## config.mk

```make
export PLATFORM = sky130hd
export DESIGN_NAME = space_wire_stat_reg_if_flat
export DESIGN_NICKNAME = d
export VERILOG_FILES = /design/src/rtl/space_wire_stat_reg_if_pkg.sv /design/src/rtl/space_wire_stat_reg_if_if.sv /design/src/rtl/space_wire_stat_snapshot.sv /design/src/rtl/space_wire_stat_reg_if.sv /design/src/flat_wrapper.sv
export SDC_FILE = /design/constraint.sdc
export NUM_CORES = 1
export LEC_CHECK = 0
export BUFFER_PORTS_ARGS = -buffer_cell sky130_fd_sc_hd__buf_2
export CAP_MARGIN = 20
export CORE_MARGIN = 4
export CORE_UTILIZATION = 35
export CTS_CLUSTER_SIZE = 30
export DETAILED_ROUTE_END_ITERATION = 16
export GPL_ROUTABILITY_DRIVEN = 0
export PLACE_DENSITY = 0.58
export SYNTH_ARGS = -nofsm -noshare
export SYNTH_HDL_FRONTEND = slang
export SYNTH_SLANG_ARGS = --single-unit
```

## constraint.sdc

```tcl
create_clock -name i_clk -period 22.3 [get_ports i_clk]
set_input_delay 4.46 -clock i_clk [delete_from_list [all_inputs] [get_ports i_clk]]
set_output_delay 4.46 -clock i_clk [all_outputs]
set_load 0.01 [all_outputs]
```

## src/rtl/space_wire_stat_reg_if_pkg.sv

```systemverilog
// Shared definitions for the SpaceWire statistics register interface:
// register addresses, CTRL bit positions, counter indices, FSM encoding
// and a helper that formats the CTRL status byte.
package space_wire_stat_reg_if_pkg;

  localparam int unsigned NUM_CNT   = 8;
  localparam int unsigned ADDR_W    = 6;
  localparam int unsigned DATA_W    = 8;
  localparam int unsigned MON_W     = 7;
  localparam int unsigned CLR_CNT_W = 4;

  // Register map
  localparam logic [ADDR_W-1:0] ADDR_CTRL   = 6'h20;
  localparam logic [ADDR_W-1:0] ADDR_STICKY = 6'h21;
  localparam logic [ADDR_W-1:0] ADDR_LIVE   = 6'h22;

  // CTRL write bits
  localparam int unsigned CTRL_SNAP_BIT = 0;
  localparam int unsigned CTRL_CLR_BIT  = 1;

  // Counter positions on the counter bus
  localparam int unsigned CNT_TX_EOP    = 0;
  localparam int unsigned CNT_RX_EOP    = 1;
  localparam int unsigned CNT_TX_EEP    = 2;
  localparam int unsigned CNT_RX_EEP    = 3;
  localparam int unsigned CNT_TX_BYTE   = 4;
  localparam int unsigned CNT_RX_BYTE   = 5;
  localparam int unsigned CNT_LINK_UP   = 6;
  localparam int unsigned CNT_LINK_DOWN = 7;

  typedef enum logic [2:0] {
    ST_IDLE    = 3'd0,
    ST_ACK     = 3'd1,
    ST_SNAP    = 3'd2,
    ST_CLEAR   = 3'd3,
    ST_CLRWAIT = 3'd4
  } state_e;

  // CTRL read value: {6'b0, clr_busy, snap_valid}
  function automatic logic [DATA_W-1:0] ctrl_status(input logic clr_busy,
                                                    input logic snap_valid);
    return {6'b0, clr_busy, snap_valid};
  endfunction

endpackage

```

## src/rtl/space_wire_stat_reg_if_if.sv

```systemverilog
// Host access bus of the statistics register block.
//   i_req   : request, held until o_ack      i_wr    : 1=write, 0=read
//   i_addr  : byte address                   i_wdata : write data
//   o_ack   : one-cycle completion           o_rdata : read data (valid with o_ack)
// Signal names are seen from the register block (slave) side.
interface space_wire_stat_reg_if_if;
  import space_wire_stat_reg_if_pkg::*;

  logic              i_req;
  logic              i_wr;
  logic [ADDR_W-1:0] i_addr;
  logic [DATA_W-1:0] i_wdata;
  logic              o_ack;
  logic [DATA_W-1:0] o_rdata;

  modport master (output i_req, i_wr, i_addr, i_wdata, input  o_ack, o_rdata);
  modport slave  (input  i_req, i_wr, i_addr, i_wdata, output o_ack, o_rdata);
endinterface

```

## src/rtl/space_wire_stat_snapshot.sv

```systemverilog
// Snapshot storage for the eight statistics counters.
//   i_clk, i_reset : clock, synchronous active-high reset
//   i_cap          : latch all eight counters from i_cnt_bus this cycle
//   i_cnt_bus      : counter n at [n*CNT_W +: CNT_W]
//   i_sel          : byte select, counter = i_sel[4:2], byte = i_sel[1:0]
//   o_byte_c       : combinational selected byte (zero-extended beyond CNT_W)
module space_wire_stat_snapshot
  import space_wire_stat_reg_if_pkg::*;
#(
  parameter int unsigned CNT_W = 32
) (
  input  logic                       i_clk,
  input  logic                       i_reset,
  input  logic                       i_cap,
  input  logic [NUM_CNT*CNT_W-1:0]   i_cnt_bus,
  input  logic [4:0]                 i_sel,
  output logic [DATA_W-1:0]          o_byte_c
);

  logic [CNT_W-1:0] snap_q [NUM_CNT];
  logic [31:0]      snap_word_c;

  // All counters captured on the same edge so the set is coherent
  always_ff @(posedge i_clk) begin
    if (i_reset) begin
      for (int n = 0; n < NUM_CNT; n++) snap_q[n] <= '0;
    end else if (i_cap) begin
      for (int n = 0; n < NUM_CNT; n++) snap_q[n] <= i_cnt_bus[n*CNT_W +: CNT_W];
    end
  end

  // Little-endian byte select from the zero-extended counter word
  always_comb begin
    snap_word_c = 32'(snap_q[i_sel[4:2]]);
    o_byte_c    = snap_word_c[{i_sel[1:0], 3'b000} +: 8];
  end

endmodule

```

## src/rtl/space_wire_stat_reg_if.sv

```systemverilog
// Host register interface for the SpaceWire statistics block: counter
// snapshot, counter clear sequencing, sticky event flags and live events.
//   i_clk, i_reset : clock, synchronous active-high reset
//   i_cnt_bus      : eight CNT_W-bit counters from the statistics block
//   i_char_mon     : one-shot event pulses
//   host           : host access bus (slave side)
//   o_stat_clear   : counter clear pulse, CLR_CYCLES cycles long
module space_wire_stat_reg_if
  import space_wire_stat_reg_if_pkg::*;
#(
  parameter int unsigned CNT_W      = 32,
  parameter int unsigned CLR_CYCLES = 2
) (
  input  logic                     i_clk,
  input  logic                     i_reset,
  input  logic [NUM_CNT*CNT_W-1:0] i_cnt_bus,
  input  logic [MON_W-1:0]         i_char_mon,
  space_wire_stat_reg_if_if.slave  host,
  output logic                     o_stat_clear
);

  state_e                 state_q;
  logic                   ack_q;
  logic [DATA_W-1:0]      rdata_q;
  logic                   stat_clear_q;
  logic [CLR_CNT_W-1:0]   clr_cnt_q;
  logic                   clr_pend_q;
  logic                   snap_valid_q;
  logic [MON_W-1:0]       sticky_q;
  logic [MON_W-1:0]       sticky_d;

  logic                   accept_c;
  logic                   ctrl_wr_c;
  logic                   clr_busy_c;
  logic                   snap_cap_c;
  logic [MON_W-1:0]       w1c_mask_c;
  logic [DATA_W-1:0]      snap_byte_c;
  logic [DATA_W-1:0]      rd_byte_c;
  logic                   unused_wdata;

  assign accept_c     = (state_q == ST_IDLE) && host.i_req;
  assign ctrl_wr_c    = host.i_wr && (host.i_addr == ADDR_CTRL);
  assign clr_busy_c   = (state_q == ST_CLEAR) || (state_q == ST_CLRWAIT);
  assign snap_cap_c   = (state_q == ST_SNAP);
  assign unused_wdata = host.i_wdata[7];

  assign host.o_ack   = ack_q;
  assign host.o_rdata = rdata_q;
  assign o_stat_clear = stat_clear_q;

  space_wire_stat_snapshot #(.CNT_W(CNT_W)) u_snap (
    .i_clk     (i_clk),
    .i_reset   (i_reset),
    .i_cap     (snap_cap_c),
    .i_cnt_bus (i_cnt_bus),
    .i_sel     (host.i_addr[4:0]),
    .o_byte_c  (snap_byte_c)
  );

  // Sticky flags: W1C at acceptance, new pulses win over the clear
  always_comb begin
    w1c_mask_c = '0;
    if (accept_c && host.i_wr && (host.i_addr == ADDR_STICKY)) begin
      w1c_mask_c = host.i_wdata[MON_W-1:0];
    end
    sticky_d = (sticky_q & ~w1c_mask_c) | i_char_mon;
  end

  // Read mux, evaluated at the acceptance cycle
  always_comb begin
    rd_byte_c = '0;
    if (!host.i_addr[5]) begin
      rd_byte_c = snap_byte_c;
    end else begin
      case (host.i_addr)
        ADDR_CTRL:   rd_byte_c = ctrl_status(clr_busy_c, snap_valid_q);
        ADDR_STICKY: rd_byte_c = {1'b0, sticky_q};
        ADDR_LIVE:   rd_byte_c = {1'b0, i_char_mon};
        default:     rd_byte_c = '0;
      endcase
    end
  end

  // Access FSM with registered ack, read data and clear pulse
  always_ff @(posedge i_clk) begin
    if (i_reset) begin
      state_q      <= ST_IDLE;
      ack_q        <= 1'b0;
      rdata_q      <= '0;
      stat_clear_q <= 1'b0;
      clr_cnt_q    <= '0;
      clr_pend_q   <= 1'b0;
      snap_valid_q <= 1'b0;
      sticky_q     <= '0;
    end else begin
      sticky_q <= sticky_d;
      case (state_q)
        ST_IDLE: begin
          if (accept_c) begin
            if (ctrl_wr_c && host.i_wdata[CTRL_SNAP_BIT]) begin
              state_q    <= ST_SNAP;
              clr_pend_q <= host.i_wdata[CTRL_CLR_BIT];
            end else if (ctrl_wr_c && host.i_wdata[CTRL_CLR_BIT]) begin
              state_q      <= ST_CLEAR;
              stat_clear_q <= 1'b1;
              clr_cnt_q    <= '0;
            end else begin
              state_q <= ST_ACK;
              ack_q   <= 1'b1;
              rdata_q <= host.i_wr ? '0 : rd_byte_c;
            end
          end
        end
        ST_SNAP: begin
          // Capture happens this cycle, so a following clear sees pre-clear values saved
          snap_valid_q <= 1'b1;
          clr_pend_q   <= 1'b0;
          if (clr_pend_q) begin
            state_q      <= ST_CLEAR;
            stat_clear_q <= 1'b1;
            clr_cnt_q    <= '0;
          end else begin
            state_q <= ST_ACK;
            ack_q   <= 1'b1;
          end
        end
        ST_CLEAR: begin
          if (clr_cnt_q == CLR_CNT_W'(CLR_CYCLES - 1)) begin
            state_q      <= ST_CLRWAIT;
            stat_clear_q <= 1'b0;
            clr_cnt_q    <= '0;
          end else begin
            clr_cnt_q <= clr_cnt_q + 1'b1;
          end
        end
        ST_CLRWAIT: begin
          state_q <= ST_ACK;
          ack_q   <= 1'b1;
        end
        ST_ACK: begin
          state_q <= ST_IDLE;
          ack_q   <= 1'b0;
          rdata_q <= '0;
        end
        default: begin
          state_q      <= ST_IDLE;
          ack_q        <= 1'b0;
          rdata_q      <= '0;
          stat_clear_q <= 1'b0;
        end
      endcase
    end
  end

endmodule
```

## src/flat_wrapper.sv

```systemverilog
// flat-port wrapper written by rule: the top's interface ports become plain ports
module space_wire_stat_reg_if_flat import space_wire_stat_reg_if_pkg::*;
#(
  parameter int unsigned CNT_W      = 32,
  parameter int unsigned CLR_CYCLES = 2
)
  (i_clk, i_reset, i_cnt_bus, i_char_mon, o_stat_clear, host_i_req, host_i_wr, host_i_addr, host_i_wdata, host_o_ack, host_o_rdata);
  space_wire_stat_reg_if_if host_i ();
  input  logic i_clk;
  input  logic i_reset;
  input  logic [NUM_CNT*CNT_W-1:0] i_cnt_bus;
  input  logic [MON_W-1:0] i_char_mon;
  output logic o_stat_clear;
  input wire logic [$bits(host_i.i_req)-1:0] host_i_req;
  input wire logic [$bits(host_i.i_wr)-1:0] host_i_wr;
  input wire logic [$bits(host_i.i_addr)-1:0] host_i_addr;
  input wire logic [$bits(host_i.i_wdata)-1:0] host_i_wdata;
  output wire logic [$bits(host_i.o_ack)-1:0] host_o_ack;
  output wire logic [$bits(host_i.o_rdata)-1:0] host_o_rdata;
  assign host_i.i_req = host_i_req;
  assign host_i.i_wr = host_i_wr;
  assign host_i.i_addr = host_i_addr;
  assign host_i.i_wdata = host_i_wdata;
  assign host_o_ack = host_i.o_ack;
  assign host_o_rdata = host_i.o_rdata;
  space_wire_stat_reg_if #(.CNT_W(CNT_W), .CLR_CYCLES(CLR_CYCLES)) u_core (.i_clk(i_clk), .i_reset(i_reset), .i_cnt_bus(i_cnt_bus), .i_char_mon(i_char_mon), .host(host_i), .o_stat_clear(o_stat_clear));
endmodule
```

# Word-level counts from Yosys, hierarchy flattened

Memory sizes are Yosys's and may differ from the RTL's.
Index checks and enable logic that the tools add are counted.
W data, S select, Z words.

RAM bits: 256
Input port bits: 281
Output and inout bits: 10
Register bits: 26
Word-level logic and storage cells: 106
Memories: 1

Shift operators: 1
Reductions and logical operators: 18
Add/subtract/negate cells: 1
Mux-type cells: 47
Eq/ne operators: 16
Bitwise logic cells: 14

Memories:

| memory               | depth | width | rd ports | clocked after memory_dff | wr ports | line                           | source |
|---|---|---|---|---|---|---|---|
| u_core.u_snap.snap_q | 8     | 32    | 1        | 0                        | 8        | space_wire_stat_snapshot.sv:20 | `logic [CNT_W-1:0] snap_q [NUM_CNT];` |

Operators by type and width:

| cell                  | number |
|---|---|
| $mux W32              | 8 |
| $mux W8               | 5 |
| $shiftx A32 B6 Y8     | 1 |
| $pmux W7 S3           | 1 |
| $mux W4               | 5 |
| $eq A6 B6 Y1 const B  | 3 |
| $mux W1               | 16 |
| $pmux W8 S2           | 1 |
| $ne A2 B2 Y1 const B  | 6 |
| $pmux W3 S4           | 1 |
| $pmux W4 S3           | 1 |
| $reduce_and A5 Y1     | 2 |
| $mux W3               | 3 |
| $or A1 B1 Y1          | 8 |
| $pmux W1 S4           | 2 |
| $and A7 B7 Y7         | 1 |
| $mux W7               | 1 |
| $not A7 Y7            | 1 |
| $or A7 B7 Y7          | 1 |
| $eq A3 B2 Y1 const B  | 2 |
| $logic_and A1 B1 Y1   | 6 |
| $reduce_and A6 Y1     | 1 |
| $add A4 B1 Y4 const B | 1 |
| $eq A4 B1 Y1 const B  | 1 |
| other kinds (15)      | 19 |

# Longest topological paths before layout

Gate-level depths: netlist of run 1.

Depth after elaboration: 9
Mapped depth: 9

# By module

A second synthesis of run 1 with hierarchy kept.

Cell total of the unflattened synthesis: 810
Area, all modules: 12742.2 um2

By module, submodules not included:

| module                   | sequential area each (um2) | times used | area each (um2) | cells each |
|---|---|---|---|---|
| space_wire_stat_snapshot | 7687.4                     | 1          | 11400.9         | 649 |
| space_wire_stat_reg_if   | 520.5                      | 1          | 1341.3          | 161 |

# Worst setup path after synthesis of run 1

No wires, ideal clock.

Kind: input to register
Start: input port i_reset
End: memory u_core.u_snap.snap_q[0][0] (enable)
Stages on the path: 2
Required time: 21637 ps
Arrival time: 10860 ps
Buffers on the path: 1
Setup slack: 10777 ps
Cells stage by stage: clkbuf_1 -> nand2b_1

RTL lines:

| element            | line                           | source |
|---|---|---|
| start: declaration | flat_wrapper.sv:10             | `input logic i_reset;` |
| end: declaration   | space_wire_stat_snapshot.sv:20 |  |

# Worst setup path in the final report of run 1

Start: input port host_i_addr[2]
End: register u_core.rdata_q[0], in the netlist u_core.host.o_rdata[0]

Longest elaborated chain between the ends: 8

RTL lines:

| element                                          | line                                                         | source |
|---|---|---|
| start: declaration                               | flat_wrapper.sv:16                                           | `input wire logic [$bits(host_i.i_addr)-1:0] host_i_addr;` |
| $mem_v2 Z8 W32, or another cell as far along     | -                                                            |  |
| $shiftx A32 B6 Y8 or $pmux W7 S3 (tied branches) | space_wire_stat_snapshot.sv:35, space_wire_stat_reg_if.sv:75 |  |
| $mux W8                                          | space_wire_stat_reg_if.sv:72                                 | `if (!host.i_addr[5]) begin` |
| $mux W8                                          | space_wire_stat_reg_if.sv:110                                | `rdata_q <= host.i_wr ? '0 : rd_byte_c;` |
| $mux W8                                          | space_wire_stat_reg_if.sv:103                                | `end else if (ctrl_wr_c && host.i_wdata[CTRL_CLR_BIT]) begin` |
| $mux W8                                          | space_wire_stat_reg_if.sv:100                                | `if (ctrl_wr_c && host.i_wdata[CTRL_SNAP_BIT]) begin` |
| $mux W8                                          | space_wire_stat_reg_if.sv:99                                 | `if (accept_c) begin` |
| $pmux W8 S2                                      | space_wire_stat_reg_if.sv:97                                 | `case (state_q)` |
| end signal: assignment                           | space_wire_stat_reg_if.sv:110                                |  |
| end: declaration                                 | space_wire_stat_reg_if.sv:24                                 | `logic [DATA_W-1:0] rdata_q;` |

Several ways; a longest one is shown, not always the timed one. The select of a mux whose other input is x is not followed.
A chain may end at the register's enable or synchronous reset.

==> results of run 1 <==
[layout make-up]
| class | instances | area (µm²) | share of cell area |
|---|---|---|---|
| flip-flops and latches | 282 | 8210 | 0.523 |
| multi-input cells | 511 | 4390 | 0.280 |
| repair buffers | 299 | 1530 | 0.0973 |
| clock buffers | 38 | 802 | 0.0511 |
| well taps | 468 | 586 | 0.0373 |
| clock inverters | 15 | 124 | 0.00789 |
| inverters | 11 | 41.3 | 0.00263 |
| diodes | 5 | 12.5 | 0.000797 |
[registers in the layout, indices dropped and copies added, names as in the netlist]
register / flops
u_core.u_snap.snap_q: 256
u_core.host.o_rdata: 8
u_core.sticky_q: 7
u_core.clr_cnt_q: 4
u_core.state_q: 3
u_core.clr_pend_q: 1
u_core.host.o_ack: 1
u_core.o_stat_clear: 1
u_core.snap_valid_q: 1
[power groups by stage]
stage	Combinational [mW]	Sequential (mW)	Clock [mW]
floorplan	0.0512	0.618	0
global placement	0.0970	0.613	0
detailed placement	0.0973	0.614	0
CTS	0.0975	0.603	0.492
global route	0.104	0.605	0.512
finish	0.0942	0.603	0.475
[routing by layer]
layer / global-route usage / vias up
met4: 0.0420 / 2
met3: 0.0311 / 48
met2: 0.267 / 267
li1: - / 3795
met1: 0.214 / 3804
met5: 0 / -
[stage by stage]
| stage | util | instance area [µm²] | power, mW | hold WS (ns) |
|---|---|---|---|---|
| finish | 0.430 | 15700 | 1.17 | 0.478 |
| global route | 0.430 | 15700 | 1.22 | 0.504 |
| CTS | 0.429 | 15700 | 1.19 | 0.481 |
| detailed placement | 0.404 | 14700 | 0.712 | 0.467 |
| global placement | 0.404 | 14700 | 0.711 | 0.460 |
| floorplan | - | 12900 | 0.669 | 0.437 |
[kinds of logic after synthesis]
logic type,count (synthesis),share of synthesized area
buffers and inverters,75,0.0261
adder cells (fa/ha/maj),2,0.00194
multiplexers,87,0.132
flip-flops,282,0.635
AND/OR/NAND/NOR,340,0.159
AO/OA/AOI/OAI,82,0.0451
[Yosys cell counts, types with 5 or more instances]
cell,n
nor3_1,10
edfxtp_1,256
mux2_2,6
mux4_2,60
a21oi_1,22
o31ai_1,5
nor2_1,21
mux4_1,5
inv_1,11
nor2b_1,68
a31oi_1,6
mux2i_1,16
nor3b_1,7
buf_2,11
a22oi_1,6
and2_1,193
dfxtp_1,26
nand3_1,5
nand2_1,12
a211oi_1,7
clkbuf_1,43
[path summary, 6_finish.rpt]
kind                                        from                                  endpoint  slack [ns]  cells after the start
setup reg to reg  u_core.state_q[1]$_SDFFE_PP0P_  u_core.u_snap.snap_q[4][6]$_SDFFCE_PN0P_       18.75                      4
hold / removal    u_core.host.o_ack$_SDFFE_PP0P_            u_core.host.o_ack$_SDFFE_PP0P_        0.48                      1
setup / recovery                  host_i_addr[2]       u_core.host.o_rdata[0]$_SDFFE_PP0P_       15.14                      7
hold reg to reg   u_core.host.o_ack$_SDFFE_PP0P_            u_core.host.o_ack$_SDFFE_PP0P_        0.48                      1
==> summary.md, run 1 <==
| Metric | Value |
|---|---|
| Hpwl dp | `22500 µm` |
| Flop pwr share | `0.514` |
| Uppermost layer routed | `met5` |
| Root Driver | `clkbuf_16` |
| CP arrival | `7.61 ns` |
| Most common cell after layout, fill and taps aside | `buf_2` |
| Layout Area Growth over Synthesis | `21.4%` |
| CTS Buf Count | `31` |
| Die Height | `approximately 200 µm` |
| Largest area contributor in the netlist | `edfxtp_1` |
| Worst Slack Setup Final | `around 15 ns` |
| Synthesized area per cell | `between 10 and 15 µm²` |
| Slew at the pin with the worst max-slew slack | `1.10 ns` |
| Crit Path Class | `in -> reg` |
| Final WL | `32600 µm` |
| Boundary Pins | `around 290` |
| Switching part of the total | `0.216` |
| Final Cycle Share | `0.321` |
| Initial Util | `0.354` |
| Clk buf depth | `3` |
| Die X | `200 µm` |
| Avg WL per Cell | `20.0 µm` |
| 1st-iter DRT viols | `just over 400` |
| Met1 WL | `approximately 14000 µm` |
| Setup repair bufs after CTS | `0` |
| H-Tree Depth | `1` |
| Critical path endpoint category | `flip-flop` |
| Internal | `approximately 900 µW` |
| Die area | `between 40000 and 50000 µm²` |
| Startpoint Class | `input port` |
| Final hold violations | `0` |
| CP max stage delay | `around 0.64 ns` |
| Final nets | `approximately 1400` |
| Static leakage | `slightly above 6 nW` |
| Worst slew margin | `0.270` |
| Largest net degree at the start of global routing | `about 130` |
| Syn_nets | `1151` |
| Crit path max-delay cell type | `buf_4` |
| Syn. warnings | `0` |
| Predominant post-synthesis flop cell | `edfxtp_1` |
| Setup TNS | `0 ns` |
| Post-synthesis sequential area ratio | `0.635` |
| Count of different cell masters after synthesis | `58` |
| Post-synthesis async set-or-reset flop share | `0` |
| Pre-CTS setup slack | `around 14 ns` |
| P_sw | `approximately 250 µW` |
| Clk pwr share | `0.405` |
| Flops & latches, synth | `~280` |
| Yosys top cell area share | `0.595` |
| Family with the most delay on the worst path | `multiplexers` |
| Hold_buf cts | `0` |
| Crit Path Max Fanout | `39` |
| Cts repair resizes | `0` |
| Critical Path RT | `22.75 ns` |
| Num Clock Sinks | `282` |
| First-pass detailed-route iteration total | `7` |
| Final worst path period need | `around 7.2 ns` |
| Commonest non-fill, non-tap cells in the layout | `buf_2, edfxtp_1, and2_1` |
| Clock Skew | `between 0.01 and 0.015 ns` |
| Core area | `36500 µm²` |
| Number of synthesized flops with an enable pin | `between 200 and 300` |
| Fill count | `between 3000 and 4000` |
| Worst-case vdd ir drop | `roughly 0.05 mV` |
| Final Instance Count excl. Fillers | `roughly 1600` |
| Initial antenna violation count | `7` |
| Clock slew at reported path FFs | `roughly 0.060 ns` |
| Top post-synthesis cells by area | `edfxtp_1, mux4_2, and2_1` |
| Worst Path Buf+Inv | `2` |
| Antenna-violating nets left | `0` |
| Vias in the first global route | `roughly 8500` |
| Final setup viols | `0` |
| Worst-Skew Late Latency | `around 0.55 ns` |
| RSZ-0062 raised after global routing | `no` |
| GRT Overall Usage | `0.159` |
| Layout cell share with drive strength beyond 1 | `0.357` |
| Global route overflow | `0` |
| Combinational share of power | `0.080` |
| CTS tree | `built` |
| Cell Chain, Critical Path | `buf_4 > buf_4 > mux4_2 > mux4_2 > nor2b_1 > a211o_1 > a32o_1` |
| Vias per Instance | `roughly 4.9` |
| Port bufs | `just under 300` |
| Cells after DPL | `roughly 1600` |
| Via Count | `7916` |
| Synthesized netlist cell count | `868` |
| Run status | `finished clean` |
| Rows | `70` |
| Synthesized cell area | `about 13000 µm²` |
| First-pass GRT wire length | `around 50000 µm` |
| # DRC | `0` |
| Met3 WL | `around 1900 µm` |
| Max_cap viols | `0` |
| Max Clock Freq | `140 MHz` |
| PwrDens | `roughly 75 nW/µm²` |
| HP Class | `reg -> reg` |
| Met2 Wirelength | `15900 µm` |
| Count of pins over their slew limit | `0` |
No activity file was read; power rests on OpenSTA's default activity.
==> run 2, diff against run 1 <==
Settings changed: ABC_AREA set to 1, PLACE_DENSITY 0.58 to 0.57.
Clock period 22.3 ns to 7.07 ns, I/O delays scaled along.
==> run 2 against run 1 <==
Clock-buffer cell count grew 3. Via count grew 37%. Sequential power rose to 3.2 times the previous value. Highest routed layer is now met4.
==> summary.md, run 2 <==
| Metric | Value |
|---|---|
| Top post-synthesis cells by area | `edfxtp_1, nand2_1, nor2_1` |
| Global route overflow | `0 (unchanged)` |
| Crit path to | `u_core.sticky_q[6]$_SDFF_PP0_` |
| Max Clock Freq | `approximately 270 MHz` |
| Cell with the most instances after synthesis | `nand2_1` |
| Final setup viols | `0 (unchanged)` |
| CP max stage delay | `0.79 ns (+0.15 ns)` |
| Largest area contributor in the netlist | `edfxtp_1` |
| Register area | `8210 µm² (unchanged)` |
| Crit Path Max Fanout | `88 (+130%)` |
| Num Clock Sinks | `282 (unchanged)` |
| First-pass GRT wire length | `58400 µm (+18%)` |
| CTS Buf Count | `31 (unchanged)` |
| Slew at the pin with the worst max-slew slack | `0.996 ns (-0.0997 ns)` |
| Port bufs | `289 (unchanged)` |
| Initial antenna violation count | `0 (-7)` |
| Flop pwr share | `0.492 (-0.022)` |
| CTS tree | `built` |
| Most common cell after layout, fill and taps aside | `nand2_1` |
| GRT Overall Usage | `0.178 (+0.0189)` |
| Family with the most delay on the worst path | `buffers and inverters` |
| Synthesized area per cell | `8.52 µm² (-43%)` |
| Post-Synth Adder-Cell Area | `0.00181 (-0.000122)` |
| Cts repair resizes | `0 (unchanged)` |
| Largest family of logic cells by synthesized area | `simple AND/OR/NAND/NOR gates` |
| Run status | `finished clean` |
| Largest net degree at the start of global routing | `149 (+17%)` |
| Fill count | `3894 (+15%)` |
| Largest register FFs | `256 (unchanged)` |
| Setup TNS | `0 ns (unchanged)` |
| Flop-to-flop setup slack | `4.47 ns (-14.28 ns)` |
| Critical path endpoint category | `flip-flop` |
| Flops & latches, synth | `282 (unchanged)` |
| HP Class | `reg -> reg` |
| Worst-case reg-to-reg path depth | `6 (+2)` |
| CP arrival | `4.13 ns (-3.48 ns)` |
| # DRC | `0 (unchanged)` |
| Hpwl dp | `26600 µm (+19%)` |
| Layout Area Growth over Synthesis | `20.3%` |
| Internal | `2.96 mW (+220%)` |
| Clock slew at reported path FFs | `0.06 ns (about the same)` |
| Setup repair bufs after CTS | `0 (unchanged)` |
| Worst slew margin | `0.336 (+0.0665)` |
| Combinational share of power | `0.097 (+0.017)` |
| Worst-Skew Late Latency | `0.56 ns (about the same)` |
| Layout cell share with drive strength beyond 1 | `0.193 (-0.164)` |
| Commonest non-fill, non-tap cells in the layout | `nand2_1, nor2_1, inv_1` |
| PwrDens | `233 nW/µm² (+210%)` |
| Crit Path Class | `in -> reg` |
| Clock Skew | `0.00773 ns (-0.00687 ns)` |
| Avg WL per Cell | `16.2 µm (-19%)` |
| Antenna-violating nets left | `0 (unchanged)` |
| RSZ-0062 raised after global routing | `no` |
| Number of synthesized flops with an enable pin | `256 (unchanged)` |
| Hold slack | `0.461 ns (-0.0170 ns)` |
| Die area | `42700 µm² (+6.5%)` |
| Yosys top cell area share | `0.557 (-0.0376)` |
| Die Height | `207 µm (+3.2%)` |
| Syn. warnings | `0 (unchanged)` |
| Count of different cell masters after synthesis | `32 (-45%)` |
| Post-synthesis sequential area ratio | `0.595 (-0.0402)` |
| CP most frequent cell | `buf_4` |
| Synthesized cell area | `13800 µm² (+6.7%)` |
| 1st-iter DRT viols | `611 (+51%)` |
| Synth Area in Compound Gates | `0.0218 (-0.0234)` |
| Switching part of the total | `0.235 (+0.0183)` |
| Final hold violations | `0 (unchanged)` |
| Synth Area in Simple Gates | `0.266 (+0.107)` |
| Boundary Pins | `291 (unchanged)` |
| H-Tree Depth | `1 (unchanged)` |
| Post-synthesis async set-or-reset flop share | `0 (unchanged)` |
| Static leakage | `8.14 nW (+33%)` |
| Critical path depth in cells | `8 (+1)` |
| Hold_buf cts | `0 (unchanged)` |
| Final nets | `2157 (+52%)` |
| Initial Util | `0.355 (+0.00146)` |
| Crit path max-delay cell type | `inv_4` |
| Clk buf depth | `3 (unchanged)` |
| Final worst path period need | `roughly 3.7 ns` |
| Die X | `207 µm (+3.2%)` |
| FF-to-FF Start | `u_core.state_q[2]$_SDFFE_PP0P_` |
| Mux contribution to synthesized area | `0 (-0.132)` |
| Predominant post-synthesis flop cell | `edfxtp_1` |
| Multi-input gate area | `4030 µm² (-8.3%)` |
| Vias in the first global route | `10600 (+25%)` |
| Startpoint Class | `input port` |
| Critical Path RT | `7.49 ns (-15.26 ns)` |
| Vias per Instance | `4.50 (-7.3%)` |
| Via Count | `10900 (+37%)` |
| Max_cap viols | `0 (unchanged)` |
| Synthesized netlist cell count | `1619 (+87%)` |
| Synth Area in XOR/XNOR | `0.000635 (+0.000635)` |
| Worst-case vdd ir drop | `0.164 mV (+230%)` |
| Clk pwr share | `0.411 (+0.006)` |
| Root Driver | `clkbuf_16` |
| Crit path from | `host_i_addr[2]` |
| Syn_nets | `1902 (+65%)` |
| P_sw | `907 µW (+260%)` |
| FF-to-FF End | `u_core.u_snap.snap_q[4][0]$_SDFFCE_PN0P_` |
| First-pass detailed-route iteration total | `5 (-2)` |
| Worst Path Buf+Inv | `3 (+1)` |
| List of most frequent post-synthesis cells | `nand2_1, nor2_1, inv_1` |
| Core area | `38800 µm² (+6.3%)` |
| Count of pins over their slew limit | `0 (unchanged)` |
| Rows | `72 (+2.9%)` |
| Top reg by flops | `u_core.u_snap.snap_q` |
| Final WL | `39200 µm (+20%)` |
| Final Cycle Share | `0.525` |
| Cell Chain, Critical Path | `buf_4 > inv_4 > buf_4 > nand3_4 > nor2_4 > nand4_1 > o21ai_0 > a21oi_1` |
==> run 2: layout make-up <==
type                       count  area share
timing repair buffer         301      0.0944
multi-input combinational    948       0.243
sequential                   282       0.494
clock inverter                15      0.0102
antenna                        1    0.000151
inverter                     310      0.0702
clock buffer                  41      0.0490
tap                          518      0.0390
==> run 2: cells by family after synthesis <==
group,count (synthesis)
XOR/XNOR,1
AND/OR/NAND/NOR,888
flip-flops,282
adder cells (fa/ha/maj),2
AO/OA/AOI/OAI,57
buffers and inverters,389
==> run 2: through the flow <==
| step | total power [mW] | setup slack, ns | util | instance area, µm² | instances |
|---|---|---|---|---|---|
| final | 3.87 | 3.36 | 0.428 | 16600 | 2416 |
| after detailed placement | 2.32 | 2.79 | 0.402 | 15600 | 2359 |
| after global routing | 4.04 | 3.15 | 0.427 | 16600 | 2415 |
| after floorplan | 2.15 | 1.83 | - | 13800 | 1619 |
| after CTS | 3.92 | 3.37 | 0.427 | 16600 | 2415 |
| after global placement | 2.32 | 2.83 | 0.402 | 15600 | 2359 |
==> run 2: worst min-delay path, stage by stage (launching register included) <==
cell,delay (ns)
dfxtp_1,0.31
nand2_1,0.06
nand2_1,0.04
==> run 2: power by group through the flow <==
stage | sequential (mW) | clock (mW) | combinational, mW
final | 1.90 | 1.59 | 0.374
after global routing | 1.91 | 1.70 | 0.421
after CTS | 1.90 | 1.63 | 0.382
after detailed placement | 1.94 | 0 | 0.380
after global placement | 1.94 | 0 | 0.378
after floorplan | 1.95 | 0 | 0.204
==> run 2: how the worst min path moves through the flow <==
stage	cells after the start	to	startpoint	slack, ns
6_report	2	u_core.snap_valid_q$_SDFFE_PP0N_	u_core.snap_valid_q$_SDFFE_PP0N_	0.46
4_1_cts	2	u_core.snap_valid_q$_SDFFE_PP0N_	u_core.snap_valid_q$_SDFFE_PP0N_	0.46
3_3_place_gp	2	u_core.snap_valid_q$_SDFFE_PP0N_	u_core.snap_valid_q$_SDFFE_PP0N_	0.44
2_1_floorplan	2	u_core.snap_valid_q$_SDFFE_PP0N_	u_core.snap_valid_q$_SDFFE_PP0N_	0.43
3_5_place_dp	2	u_core.snap_valid_q$_SDFFE_PP0N_	u_core.snap_valid_q$_SDFFE_PP0N_	0.45
5_1_grt	2	u_core.snap_valid_q$_SDFFE_PP0N_	u_core.snap_valid_q$_SDFFE_PP0N_	0.48
==> run 2: routing by layer <==
| layer | vias to the layer above | part of all wire | GRT usage | wire length (µm) |
|---|---|---|---|---|
| met2 | 301 | 0.46 | 0.283 | 18000 |
| met4 | 0 | 0.026 | 0.0530 | 1030 |
| met3 | 52 | 0.053 | 0.0246 | 2080 |
| li1 | 5534 | - | - | - |
| met5 | - | 0 | 0 | 0 |
| met1 | 4991 | 0.46 | 0.254 | 18100 |
